`config.mk`:
```
export PLATFORM = sky130hd
export DESIGN_NAME = data_sync_flat
export DESIGN_NICKNAME = d
export VERILOG_FILES = /design/src/rtl/data_sync_if.sv /design/src/rtl/data_sync.sv /design/src/flat_wrapper.sv
export SDC_FILE = /design/constraint.sdc
export NUM_CORES = 1
export LEC_CHECK = 0
export CAP_MARGIN = 20
export CORE_MARGIN = 2
export CORE_UTILIZATION = 36
export DETAILED_ROUTE_END_ITERATION = 6
export PLACE_DENSITY_LB_ADDON = 0.1
export SLEW_MARGIN = 0
export SYNTH_ARGS = -nofsm -noshare
export SYNTH_HDL_FRONTEND = slang
export SYNTH_SLANG_ARGS = --single-unit
```
`constraint.sdc`:
```
create_clock -name CLK -period 1.4 [get_ports CLK]
set_clock_uncertainty 0.2 [all_clocks]
set_input_delay 0.14 -clock CLK [delete_from_list [all_inputs] [get_ports CLK]]
set_output_delay 0.14 -clock CLK [all_outputs]
set_load 0.02 [all_outputs]
```
`src/rtl/data_sync_if.sv`:
```
// data_sync_if: source/destination signal bundle for data_sync.
// GLITCH_ERR is present only when DATA_SYNC_GLITCH_ERR_EN is defined.
interface data_sync_if #(
   parameter int BUS_WIDTH = 8,
   parameter int NUM_CTRL  = 4
);
   logic [BUS_WIDTH-1:0] UNSYNC_BUS;
   logic                 BUS_EN;
   logic [NUM_CTRL-1:0]  CTRL_ASYNC;
   logic [BUS_WIDTH-1:0] SYNC_BUS;
   logic                 ENABLE_PULSE;
   logic [NUM_CTRL-1:0]  CTRL_SYNC;
   logic                 BUSY;
`ifdef DATA_SYNC_GLITCH_ERR_EN
   logic                 GLITCH_ERR;
   modport master (output UNSYNC_BUS, BUS_EN, CTRL_ASYNC,
                   input SYNC_BUS, ENABLE_PULSE, CTRL_SYNC, BUSY, GLITCH_ERR);
   modport slave  (input UNSYNC_BUS, BUS_EN, CTRL_ASYNC,
                   output SYNC_BUS, ENABLE_PULSE, CTRL_SYNC, BUSY, GLITCH_ERR);
`else
   modport master (output UNSYNC_BUS, BUS_EN, CTRL_ASYNC,
                   input SYNC_BUS, ENABLE_PULSE, CTRL_SYNC, BUSY);
   modport slave  (input UNSYNC_BUS, BUS_EN, CTRL_ASYNC,
                   output SYNC_BUS, ENABLE_PULSE, CTRL_SYNC, BUSY);
`endif
endinterface

```
`src/rtl/data_sync.sv`:
```
// data_sync: level-qualified bus capture across clock domains with stability filter and control synchronisers.
// Optional sticky glitch flag enabled by macro DATA_SYNC_GLITCH_ERR_EN.
module data_sync #(
   parameter int BUS_WIDTH     = 8,
   parameter int NUM_STAGES    = 2,
   parameter int STABLE_CYCLES = 1,
   parameter int NUM_CTRL      = 4
) (
   input logic       CLK,
   input logic       RST,
   data_sync_if.slave bus
);
   typedef enum logic [1:0] {IDLE, STABLE, WAIT_LOW} state_t;
   localparam logic [3:0] SC = 4'(STABLE_CYCLES);
   state_t                               r_state;
   logic [NUM_STAGES-1:0]                r_en_sync;
   logic [NUM_STAGES-1:0][NUM_CTRL-1:0]  r_ctrl_sync;
   logic [3:0]                           r_cnt;
   logic [BUS_WIDTH-1:0]                 r_sync_bus;
   logic                                 r_pulse;
   logic                                 r_busy;
   logic                                 w_en_s;
   logic [3:0]                           w_cnt_nxt;
   assign w_en_s           = r_en_sync[NUM_STAGES-1];
   assign w_cnt_nxt        = r_cnt + 4'd1;
   assign bus.SYNC_BUS     = r_sync_bus;
   assign bus.ENABLE_PULSE = r_pulse;
   assign bus.CTRL_SYNC    = r_ctrl_sync[NUM_STAGES-1];
   assign bus.BUSY         = r_busy;
   // UNSYNC_BUS is deliberately not synchronised: the source holds it while BUS_EN is high
   always_ff @(posedge CLK or posedge RST) begin
      if (RST) begin
         r_state     <= IDLE;
         r_en_sync   <= '0;
         r_ctrl_sync <= '0;
         r_cnt       <= '0;
         r_sync_bus  <= '0;
         r_pulse     <= 1'b0;
         r_busy      <= 1'b0;
      end else begin
         r_en_sync   <= {r_en_sync[NUM_STAGES-2:0], bus.BUS_EN};
         r_ctrl_sync <= {r_ctrl_sync[NUM_STAGES-2:0], bus.CTRL_ASYNC};
         r_pulse     <= 1'b0;
         case (r_state)
            IDLE: if (w_en_s) begin
               r_cnt  <= 4'd1;
               r_busy <= 1'b1;
               if (SC == 4'd1) begin
                  r_sync_bus <= bus.UNSYNC_BUS;
                  r_pulse    <= 1'b1;
                  r_state    <= WAIT_LOW;
               end else
                  r_state <= STABLE;
            end
            STABLE: if (w_en_s) begin
               r_cnt <= w_cnt_nxt;
               if (w_cnt_nxt == SC) begin
                  r_sync_bus <= bus.UNSYNC_BUS;
                  r_pulse    <= 1'b1;
                  r_state    <= WAIT_LOW;
               end
            end else begin
               r_cnt   <= '0;
               r_busy  <= 1'b0;
               r_state <= IDLE;
            end
            WAIT_LOW: if (!w_en_s) begin
               r_cnt   <= '0;
               r_busy  <= 1'b0;
               r_state <= IDLE;
            end
            default: r_state <= IDLE;
         endcase
      end
   end
`ifdef DATA_SYNC_GLITCH_ERR_EN
   logic r_glitch;
   assign bus.GLITCH_ERR = r_glitch;
   always_ff @(posedge CLK or posedge RST) begin
      if (RST)
         r_glitch <= 1'b0;
      else if (r_state == STABLE && !w_en_s)
         r_glitch <= 1'b1;
   end
`endif
endmodule
```
`src/flat_wrapper.sv`:
```
// flat-port wrapper written by rule: the top's interface ports become plain ports
module data_sync_flat 
#(
   parameter int BUS_WIDTH     = 8,
   parameter int NUM_STAGES    = 2,
   parameter int STABLE_CYCLES = 1,
   parameter int NUM_CTRL      = 4
)
  (CLK, RST, bus_UNSYNC_BUS, bus_BUS_EN, bus_CTRL_ASYNC, bus_SYNC_BUS, bus_ENABLE_PULSE, bus_CTRL_SYNC, bus_BUSY);
  data_sync_if #(.BUS_WIDTH(BUS_WIDTH), .NUM_CTRL(NUM_CTRL)) bus_i ();
  input logic CLK;
  input logic RST;
  input wire logic [$bits(bus_i.UNSYNC_BUS)-1:0] bus_UNSYNC_BUS;
  input wire logic [$bits(bus_i.BUS_EN)-1:0] bus_BUS_EN;
  input wire logic [$bits(bus_i.CTRL_ASYNC)-1:0] bus_CTRL_ASYNC;
  output wire logic [$bits(bus_i.SYNC_BUS)-1:0] bus_SYNC_BUS;
  output wire logic [$bits(bus_i.ENABLE_PULSE)-1:0] bus_ENABLE_PULSE;
  output wire logic [$bits(bus_i.CTRL_SYNC)-1:0] bus_CTRL_SYNC;
  output wire logic [$bits(bus_i.BUSY)-1:0] bus_BUSY;
  assign bus_i.UNSYNC_BUS = bus_UNSYNC_BUS;
  assign bus_i.BUS_EN = bus_BUS_EN;
  assign bus_i.CTRL_ASYNC = bus_CTRL_ASYNC;
  assign bus_SYNC_BUS = bus_i.SYNC_BUS;
  assign bus_ENABLE_PULSE = bus_i.ENABLE_PULSE;
  assign bus_CTRL_SYNC = bus_i.CTRL_SYNC;
  assign bus_BUSY = bus_i.BUSY;
  data_sync #(.BUS_WIDTH(BUS_WIDTH), .NUM_STAGES(NUM_STAGES), .STABLE_CYCLES(STABLE_CYCLES), .NUM_CTRL(NUM_CTRL)) u_core (.CLK(CLK), .RST(RST), .bus(bus_i));
endmodule
```
==> flow_summary.json <==
{
  "yosysWarnings": 0,
  "post_cts_buffers": 0,
  "finalHoldViolCount": 0,
  "met3WireLength_um": 76,
  "synthArstFlopShare_pct": 100,
  "h-tree-depth": 1,
  "synth_top_area_share_pct": 72.5,
  "place_congestion": 0.578,
  "avgSynthCellArea_sq_um": 18.7,
  "routed.top_layer": "met4",
  "clkLatencyLatePin_ns": 0.29,
  "synth_area_leaders": "dfrtp_1, mux2_4, buf_4, ha_1, buf_6",
  "yosysTopAreaCell": "dfrtp_1",
  "synth_seq_cells": 20,
  "irDropWorstVdd_mv": 0.993,
  "wl_per_cell_um": 11.7,
  "cp_data_arrival_time_ns": 1.01,
  "synthToLayoutAreaGrowth_pct": 44.7,
  "ios": 29,
  "detail-route-antenna-nets": 0,
  "first_pass_iters": 2,
  "die_h_um": 47.8,
  "grt_pass1_wl_um": 1730,
  "cts_sinks": 20,
  "tightest_slew_ns": 0.242,
  "coreArea_sq_um": 1760,
  "grt_pass1_vias": 389,
  "num_antenna_cells": 0,
  "crit_start": "u_core.bus.SYNC_BUS[1]",
  "die_x_um": 47.8,
  "crit_fanout": 2,
  "vias": 365,
  "grt-ovfl-total": 0,
  "max-slew-margin-rel_pct": 83.8,
  "ys.flop_type": "dfrtp_1",
  "numCtsBuffers": 3,
  "reg2reg_depth": 3,
  "drt_wl_total_um": 1070,
  "cts_max_path_buffers": 2,
  "nets": 83,
  "root_buffer": "clkbuf_4",
  "cp_data_required_time_ns": 1.06,
  "r2r-end": "u_core.bus.SYNC_BUS[4]",
  "cap_violations": 0,
  "end_kind": "output port",
  "synth_fp_nets": 53,
  "hold_start": "bus_CTRL_ASYNC[3]",
  "synth_most_common_cell": "dfrtp_1",
  "critPathLaunchType": "register",
  "period_share_pct": 96.3,
  "grt_max_degree": 21,
  "min-delay-path-class": "primary input to register",
  "placement.io_buffers": 28,
  "met2_length_um": 511,
  "path_cells": "dlygate4sd2_1",
  "clk_pin_slew_worst_paths_ns": 0.11,
  "start_util_pct": 39.1,
  "rows": 15,
  "fin_crit_ns": 1.35,
  "fin_setup_tns_ns": 0,
  "seq_area_frac_synth_pct": 72.5,
  "fmax_mhz": 742,
  "reg2reg_from": "u_core.r_state[1]",
  "antenna_found_initial": 0,
  "grt_setup_unrepaired": "no",
  "drive_above_1_share_pct": 24.2,
  "cp_num_buf_inv": 1,
  "cpPeakStageDelay_ns": 0.40,
  "crit_family": "flip-flops",
  "vias_per_cell": 4.01,
  "postSynthCellCount": 37,
  "status": "completed",
  "reg2reg_slack_ns": 0.05,
  "drt-met1-wl_um": 465,
  "dieArea_sq_um": 2280,
  "drc": 0,
  "worstHoldPathCells": 1,
  "drt_iter0_markers": 1,
  "fin_util_pct": 56.7,
  "synth_area_sq_um": 691,
  "crit_path_top_delay_cell": "dfrtp_1",
  "fin_hold_ws_ns": 0.0723,
  "min_to": "u_core.r_ctrl_sync[3]",
  "ys_top_cells_by_count": "dfrtp_1, mux2_4, buf_4, inv_1",
  "drv_slew": 0,
  "leakagePower_uw": 0.000465,
  "cts_tree": "yes",
  "dp_hpwl_um": 741,
  "track_usage_pct": 11.5,
  "setup_viol": 0,
  "yosysUniqueCellTypes": 7,
  "synth-edff-count": 0,
  "p_per_area_nw_per_um2": 1860,
  "crit_type": "register to output port"
}
through the flow:
step / cells / cell area (sq um) / setup WS [ns] / power (uW)
floorplan: 37 / 708 / 0.00949 / 1350
global placement: 86 / 982 / 0.0691 / 1700
detailed placement: 86 / 982 / 0.0394 / 1710
CTS: 91 / 1000 / 0.0255 / 1880
global route: 91 / 1000 / 0.00217 / 1970
finish: 91 / 1000 / 0.0521 / 1860
metal layers:
layer	GRT usage (%)	vias to the layer above
met4	6.49	0
met2	18.1	18
met3	3.40	2
li1	-	171
met1	14.1	174
met5	0	-
cells by family after synthesis:
| family | share of synthesized area [%] |
|---|---|
| xor gates and xnor gates | 1.27 |
| DFF | 72.5 |
| muxes | 17.4 |
| adders and majority gates | 1.81 |
| buffers and inverters | 7.07 |
state kept, by name (all words and copies together) (netlist names):
name / flops
u_core.bus.SYNC_BUS: 8
u_core.r_en_sync: 2
u_core.r_ctrl_sync: 4
u_core.bus.CTRL_SYNC: 4
u_core.bus.ENABLE_PULSE: 1
u_core.r_state: 1
layout make-up:
cell class                 count  area (sq um)
multi-input combinational     10           154
timing repair buffer          30           279
sequential                    20           502
fill                         164           764
inverter                       2          7.51
tap                           25          31.3
clock buffer                   4          26.3
power by group:
part	switching, uW	leakage (uW)	internal [uW]	total (uW)
logic	350	0.000216	411	761
clock network	164	0.0000150	111	275
registers	83.9	0.000234	737	821
how the worst max path moves through the flow:
stage                              to  slack (ns)  depth (start not counted)
6_report              bus_SYNC_BUS[1]        0.05                          1
3_3_place_gp   u_core.bus.SYNC_BUS[7]        0.07                          3
5_1_grt               bus_SYNC_BUS[2]       0.002                          1
4_1_cts        u_core.bus.SYNC_BUS[4]        0.03                          3
3_5_place_dp   u_core.bus.SYNC_BUS[4]        0.04                          3
2_1_floorplan  u_core.bus.SYNC_BUS[0]       0.009                          4
cell usage in the layout, fill, tap and decap left out, types with 2 or more instances in the layout:
cell             netlist  routed
clkbuf_4               0       3
dfrtp_1               20      19
dlygate4sd2_1          0      11
clkdlybuf4s15_1        0       2
clkdlybuf4s50_1        0      14
mux2_4                 8       8
timing repair:
item / in CTS / in global routing
setup endpoints to repair: 14 / 3
gates resized for setup: 15 / 3
endpoints found under the hold margin: 20 / 0
hold buffers: 1 / 0
(Power assumes the default switching activity.)
